--- config.mk ---
export PLATFORM = sky130hd
export DESIGN_NAME = toggle_counter
export DESIGN_NICKNAME = d
export VERILOG_FILES = /design/src/rtl/toggle_counter.sv
export SDC_FILE = /design/constraint.sdc
export NUM_CORES = 1
export LEC_CHECK = 0
export CORE_AREA = 2 2 39 41
export CTS_CLUSTER_DIAMETER = 40
export CTS_CLUSTER_SIZE = 8
export DETAILED_ROUTE_END_ITERATION = 6
export DIE_AREA = 0 0 41 43
export PLACE_DENSITY = 0.65
export SLEW_MARGIN = 20
export SYNTH_ARGS = -nofsm -noshare
export SYNTH_HDL_FRONTEND = slang
export SYNTH_SLANG_ARGS = --single-unit
--- constraint.sdc ---
create_clock -name clk -period 4 [get_ports clk]
set_input_delay 1.2 -clock clk [delete_from_list [all_inputs] [get_ports clk]]
set_output_delay 1.2 -clock clk [all_outputs]
set_load 0.03 [all_outputs]
--- src/rtl/toggle_counter.sv ---
// Up/down counter with load, clear, terminal-count pulse and sticky overflow.
// Counts over 0..MAX, wrapping or saturating at the limits.
module toggle_counter #(
    parameter int WIDTH    = 4,
    parameter int MAX      = (2 ** WIDTH) - 1,
    parameter bit SATURATE = 1'b0
) (
    input  logic             clk,
    input  logic             r_n,
    input  logic             en,
    input  logic             up,
    input  logic             load,
    input  logic [WIDTH-1:0] load_val,
    input  logic             clr,
    output logic [WIDTH-1:0] q,
    output logic [WIDTH-1:0] q_not,
    output logic             tc,
    output logic             ovf
);

    generate
        if (MAX < 1 || MAX > (2 ** WIDTH) - 1) begin : g_bad_max
            $error("toggle_counter: MAX out of range for WIDTH");
        end
    endgenerate

    localparam logic [WIDTH-1:0] MAX_V = WIDTH'(MAX);
    localparam logic [WIDTH-1:0] ZERO  = '0;
    localparam logic [WIDTH-1:0] ONE   = WIDTH'(1);

    logic [WIDTH-1:0] q_q, q_d;
    logic             tc_q, tc_d;
    logic             ovf_q, ovf_d;
    logic             at_max, at_zero;

    assign at_max  = (q_q == MAX_V);
    assign at_zero = (q_q == ZERO);

    // clr beats load beats en; tc defaults low so it only pulses on a boundary
    always_comb begin
        q_d   = q_q;
        tc_d  = 1'b0;
        ovf_d = ovf_q;
        if (clr) begin
            q_d   = ZERO;
            ovf_d = 1'b0;
        end else if (load) begin
            q_d = (load_val > MAX_V) ? MAX_V : load_val;
        end else if (en) begin
            if (up) begin
                if (at_max) begin
                    q_d   = SATURATE ? MAX_V : ZERO;
                    tc_d  = 1'b1;
                    ovf_d = 1'b1;
                end else begin
                    q_d = q_q + ONE;
                end
            end else begin
                if (at_zero) begin
                    q_d   = SATURATE ? ZERO : MAX_V;
                    tc_d  = 1'b1;
                    ovf_d = 1'b1;
                end else begin
                    q_d = q_q - ONE;
                end
            end
        end
    end

    always_ff @(posedge clk or negedge r_n) begin
        if (!r_n) begin
            q_q   <= ZERO;
            tc_q  <= 1'b0;
            ovf_q <= 1'b0;
        end else begin
            q_q   <= q_d;
            tc_q  <= tc_d;
            ovf_q <= ovf_d;
        end
    end

    assign q     = q_q;
    assign q_not = ~q_q;
    assign tc    = tc_q;
    assign ovf   = ovf_q;

endmodule

==> impl_metrics.csv, run 1 <==
group,metric,value,unit
timing,fin_skew,0.00221,ns
detailed_routing,wl,1060,um
detailed_routing,route.detailed.drc,0,
timing,finalSetupTns,0,ns
critical_path,r2r_cells,6,
outcome,outcome,"finished clean",
synth,ys_warn_count,0,
synth,synth_most_common_cell,"a21oi_1",
placed_design,dpl-instance-area,613,sq um
floorplan,pin_count,20,
timing,min_period,2.71,ns
cells_and_area,final_core_util,45.9,%
detailed_routing,ant_nets,0,
timing,holdWs,0.519,ns
clocking,postCtsSetupRepairBufs,0,
power,peakVddDrop,261,uV
synth,synth_cells,49,
floorplan,rows,14,
global_routing,overflow,0,
floorplan,die_h,43,um
placed_design,gp_congestion,0.758,
global_routing,top_usage_layer,"met2",
synth,synth-simple-area-share,15.8,%
clocking,htreeDepth,1,
clocking,worst_skew_pair.late_latency,0.24,ns
critical_path,crit_arrival,1.51,ns
cells_and_area,num_antenna_cells,0,
timing,clock.fmax,0.370,GHz
clocking,clk_pin_slew,0.04,ns
synth,synth_area_leader_cell,"dfrtp_1",
timing,max_slew_margin,79.4,%
min_path,hold_start,"ovf$_DFFE_PN0P_",
timing,finalCritPeriodShare,67.6,%
critical_path,timing.rr.end,"ovf$_DFFE_PN0P_",
detailed_routing,drtPass1Iterations,4,
clocking,cts_sinks,6,
min_path,hold_class,"flip-flop to flip-flop",
critical_path,timing.rr.start,"q[0]$_DFFE_PN0P_",
job,cap_violations,0,
critical_path,worstPathRequired,2.80,ns
synth,yosys.area_share.adder,6.06,%
synth,yosys_most_used_dff,"dfrtp_1",
timing,tightest_slew,0.308,ns
global_routing,grt_use_met3,7.85,%
floorplan,dieArea,1760,sq um
power,p_per_area,296,nW/um^2
detailed_routing,routedWlPerCell,12.4,um
global_routing,grt_pass1_wl,1740,um
synth,synth_cell_types,23,
global_routing,grt_use_total,14.7,%
floorplan,start_util,29.8,%
placed_design,hpwl,848,um
critical_path,crit_fanout,7,
synth,synth_commonest_cells,"a21oi_1, dfrtp_1, inv_1, nand2_1, o21ai_0",
synth,synth_area_leaders,"dfrtp_1, a21oi_1, ha_1, inv_1, nand2_1",
global_routing,antenna_found_initial,0,
cells_and_area,nNetsFinal,83,
detailed_routing,drt-vias-per-instance,4.99,
power,power_leakage,0.266,nW
timing,setup_violations,0,
clocking,cts_root_buf,"clkbuf_4",
cells_and_area,area_delta_synth_final,53.9,%
clocking,cts_resized,0,
detailed_routing,vias,424,
global_routing,grt_start_max_net_pins,11,
detailed_routing,drtIter0Drc,9,
min_path,holdPathStages,2,
global_routing,grt_use_met1,16.1,%
synth,synth_mux_area_share,5.15,%
cells_and_area,post-route-cell-area,636,sq um
critical_path,crit_type,"flip-flop to output pin",
cells_and_area,num-fill-cells,144,
synth,synth_compound_area_share,24.5,%
timing,slew_violations,0,
clocking,cts-buffers-inserted,3,
cells_and_area,seqCellArea,150,sq um
floorplan,core_area,1380,sq um
clocking,cts_tree,"built",
floorplan,die_w,41,um
critical_path,cp-end-kind,"output pin",
clocking,hold_buffers,0,
synth,synth_nets,61,
synth,ys_ff_latch,6,
timing,rsz0062_at_grt,"no",
synth,synth_top_family_by_area,"compound AO/OA/AOI/OAI gates",
global_routing,met2_usage,24.4,%
clocking,cts_max_path_buffers,2,
cells_and_area,multi_input_area,230,sq um
timing,final_hold_viol_count,0,
synth,seq_area_frac_synth,36.4,%
cells_and_area,drive_gt1_share,7.25,%
synth,ys_async_sr_fraction,100,%
synth,yosysTopAreaCellShare,36.4,%
synth,avgSynthCellArea,8.43,sq um
global_routing,grt_pass1_vias,407,
synth,syn_area,413,sq um
critical_path,crit_path_start_kind,"flip-flop",
min_path,whs_endpoint,"ovf$_DFFE_PN0P_",
placed_design,io_buffers,19,
synth,synth-edff-count,0,
synth,synth_xor_area_share,4.24,%
critical_path,r2r_setup_slack,2.28,ns
==> through the flow <==
| stage | setup WS (ns) | power [mW] | instances |
|---|---|---|---|
| 2_1_floorplan | 1.90 | 0.106 | 49 |
| 3_3_place_gp | 1.30 | 0.136 | 82 |
| 3_5_place_dp | 1.30 | 0.136 | 82 |
| 4_1_cts | 1.29 | 0.191 | 85 |
| 5_1_grt | 1.22 | 0.204 | 85 |
| 6_report | 1.29 | 0.188 | 85 |
==> placed cells by master, fill, tap and decap left out, types with 2 or more instances in the layout <==
cell and count:
ha_1 2, nor2_1 2, nand4_1 2, a21oi_1 7, o21ai_0 3, inv_1 6
nand2_1 5, dfrtp_1 6, clkdlybuf4s50_1 19, clkbuf_4 3
==> critical path, cell delays in order, from the launching register on <==
cell and delay, ns:
dfrtp_1 0.43, inv_1 0.15, clkdlybuf4s50_1 0.69
==> cells by family after synthesis <==
logic type	count (synthesis)
DFF	6
xor gates and xnor gates	2
AOI/OAI and AO/OA	16
muxes	2
and+or+nand+nor	13
buffers and inverters	8
adders and majority gates	2
==> layer usage <==
layer	wire [um]	share of wire, %	vias to the layer above
met5	0	0	-
met4	0	0	0
met3	65	6.2	0
met2	547	52	14
met1	442	42	195
li1	-	-	215
==> power by group <==
part           switching (mW)  leakage (nW)  internal (mW)
Combinational          0.0341         0.172         0.0305
Sequential            0.00617        0.0799         0.0646
Clock                  0.0190        0.0138         0.0337
Total                  0.0592         0.266          0.129
==> layout make-up <==
class	instances	share of cell area [%]
Clock buffer	3	3.54
Inverter	6	3.54
Sequential cell	6	23.6
Tap cell	16	3.15
Timing Repair Buffer	19	29.9
Multi-Input combinational cell	35	36.2
==> state kept, by name, summed over array words and instances (netlist names) <==
| signal | cells |
|---|---|
| ovf | 1 |
| q | 4 |
| tc | 1 |
==> worst max-delay path by stage <==
stage	startpoint	to	slack, ns	cells after the start
final	q[2]$_DFFE_PN0P_	q_not[2]	1.29	2
after global routing	q[2]$_DFFE_PN0P_	q_not[2]	1.22	2
after CTS	q[2]$_DFFE_PN0P_	q_not[2]	1.29	2
after detailed placement	up	ovf$_DFFE_PN0P_	1.30	5
after global placement	up	ovf$_DFFE_PN0P_	1.30	5
after floorplan	q[0]$_DFFE_PN0P_	q_not[0]	1.90	2
(Power assumes the default switching activity.)
==> inputs of run 2 (changes only) <==
- clock period: 4 -> 2.53 ns (I/O delays scaled with it)
==> impl_metrics.csv, run 2 (synthesis results as in run 1) <==
group,metric,value,unit
floorplan,dieArea,1760,sq um
placed_design,io_buffers,19,
power,p_sw,0.0978,mW
timing,slew_violations,0,
clocking,hold_buffers,0,
timing,finalCritPeriodShare,91.0,%
timing,finalSetupTns,0,ns
detailed_routing,routedWlPerCell,11.9,um
floorplan,start_util,29.8,%
clocking,cts_sinks,6,
global_routing,grt_use_total,14.2,%
global_routing,antenna_found_initial,0,
placed_design,hpwl,800,um
clocking,postCtsSetupRepairBufs,0,
min_path,hold_class,"flip-flop to flip-flop",
clocking,cts_tree,"built",
power,clkPwrFrac,29.4,%
power,intPower,0.204,mW
timing,rsz0062_at_grt,"no",
placed_design,gp_congestion,0.758,
critical_path,crit_fanout,7,
placed_design,detailedPlace.worstSlack,0.288,ns
clocking,htreeDepth,1,
critical_path,cp-endpoint,"q_not[2]",
critical_path,cp_slowest_cell,"clkdlybuf4s50_1",
critical_path,timing.rr.start,"q[0]$_DFFE_PN0P_",
timing,tightest_slew,0.313,ns
detailed_routing,drtPass1Iterations,4,
critical_path,timing.rr.end,"ovf$_DFFE_PN0P_",
job,cap_violations,0,
floorplan,rows,14,
cells_and_area,largest_reg_flops,4,
critical_path,cp_top_family,"buffers and inverters",
cells_and_area,num-fill-cells,141,
critical_path,crit_type,"flip-flop to output pin",
cells_and_area,final_common_cell,"clkdlybuf4s50_1",
global_routing,grt_start_max_net_pins,11,
critical_path,critPathMaxStageDelay,0.69,ns
clocking,cts_resized,0,
power,power.share.sequential,37.1,%
floorplan,die_w,41,um
detailed_routing,wl,1020,um
critical_path,path_cells,"inv_1 -> clkdlybuf4s50_1",
power,peakVddDrop,278,uV
critical_path,crit_arrival,1.54,ns
detailed_routing,route.detailed.drc,0,
cells_and_area,seqCellArea,150,sq um
power,power_leakage,0.266,nW
global_routing,grt_pass1_wl,1640,um
power,p_comb_share,33.6,%
clocking,cts_root_buf,"clkbuf_4",
critical_path,critPathLaunch,"q[2]$_DFFE_PN0P_",
cells_and_area,area_delta_synth_final,53.9,%
cells_and_area,final_cell_mix,"clkdlybuf4s50_1, a21oi_1, inv_1, dfrtp_1, nand2_1",
timing,final_hold_viol_count,0,
clocking,cts-buffers-inserted,3,
global_routing,grt_pass1_vias,393,
critical_path,worstPathRequired,1.77,ns
critical_path,critPathBufInv,2,
timing,finalWorstSetupSlack,0.227,ns
detailed_routing,drt-vias-per-instance,5.11,
cells_and_area,drive_gt1_share,7.25,%
critical_path,cp-end-kind,"output pin",
floorplan,pin_count,20,
detailed_routing,ant_nets,0,
timing,fin_skew,0.00377,ns
timing,setup_violations,0,
power,p_per_area,474,nW/um^2
clocking,cts_max_path_buffers,2,
global_routing,overflow,0,
critical_path,r2r_setup_slack,0.84,ns
clocking,worst_skew_pair.late_latency,0.25,ns
floorplan,core_area,1380,sq um
outcome,outcome,"finished clean",
critical_path,cp.depth,2,
cells_and_area,num_antenna_cells,0,
clocking,clk_pin_slew,0.04,ns
timing,min_period,2.30,ns
power,p_sw_share,32.4,%
critical_path,crit_path_start_kind,"flip-flop",
timing,max_slew_margin,79.1,%
critical_path,r2r_cells,6,
floorplan,die_h,43,um
detailed_routing,drtIter0Drc,14,
cells_and_area,nNetsFinal,83,
detailed_routing,vias,434,
cells_and_area,multi_input_area,230,sq um
timing,clock.fmax,0.434,GHz
-- run 2: cell counts in the layout (fill, tap and decap cells not counted) --
Identical to the previous run, type by type.
-- run 2: worst min path at each step --
stage	from	endpoint	slack, ns	cells past startpoint
after global routing	ovf$_DFFE_PN0P_	ovf$_DFFE_PN0P_	0.57	2
after CTS	ovf$_DFFE_PN0P_	ovf$_DFFE_PN0P_	0.52	2
after floorplan	r_n	ovf$_DFFE_PN0P_	0.46	0
final	ovf$_DFFE_PN0P_	ovf$_DFFE_PN0P_	0.51	2
after global placement	ovf$_DFFE_PN0P_	ovf$_DFFE_PN0P_	0.51	2
after detailed placement	ovf$_DFFE_PN0P_	ovf$_DFFE_PN0P_	0.51	2
-- run 2: cell type report --
cell class	instances	share of cell area [%]
clock buffer	3	3.54
inverter	6	3.54
multi-input combinational	35	36.2
sequential	6	23.6
tap	16	3.15
timing repair buffer	19	29.9
-- run 2: per-layer routing --
metal  up-vias  track usage, %  part of all wire, %
met5         -               0                    0
met4         0            6.00                  1.4
met3         2            7.85                  7.5
met2        16            21.9                   52
met1       201            15.4                   39
li1        215               -                    -
-- run 2: power by group through the flow --
| stage | Combinational, mW | Sequential [mW] | Clock [mW] |
|---|---|---|---|
| final | 0.101 | 0.112 | 0.0885 |
| after global routing | 0.110 | 0.114 | 0.0978 |
| after CTS | 0.102 | 0.112 | 0.0930 |
| after detailed placement | 0.101 | 0.113 | 0 |
| after global placement | 0.102 | 0.113 | 0 |
| after floorplan | 0.0467 | 0.121 | 0 |
-- run 2: worst reg2reg max path, cell delays in order, from the launching register on --
cell	delay, ns
dfrtp_1	0.47
inv_1	0.12
ha_1	0.19
or3b_1	0.37
o21ai_0	0.18
nand3_1	0.13
a21oi_1	0.16
-- run 2: metrics by stage --
stage | area [sq um] | hold slack (ns) | util [%] | power [mW] | std cells
after global routing | 636 | 0.566 | 45.9 | 0.321 | 85
after detailed placement | 613 | 0.512 | 44.3 | 0.215 | 82
after global placement | 613 | 0.507 | 44.3 | 0.215 | 82
final | 636 | 0.513 | 45.9 | 0.302 | 85
after CTS | 636 | 0.519 | 45.9 | 0.306 | 85
after floorplan | 413 | 0.463 | - | 0.168 | 49
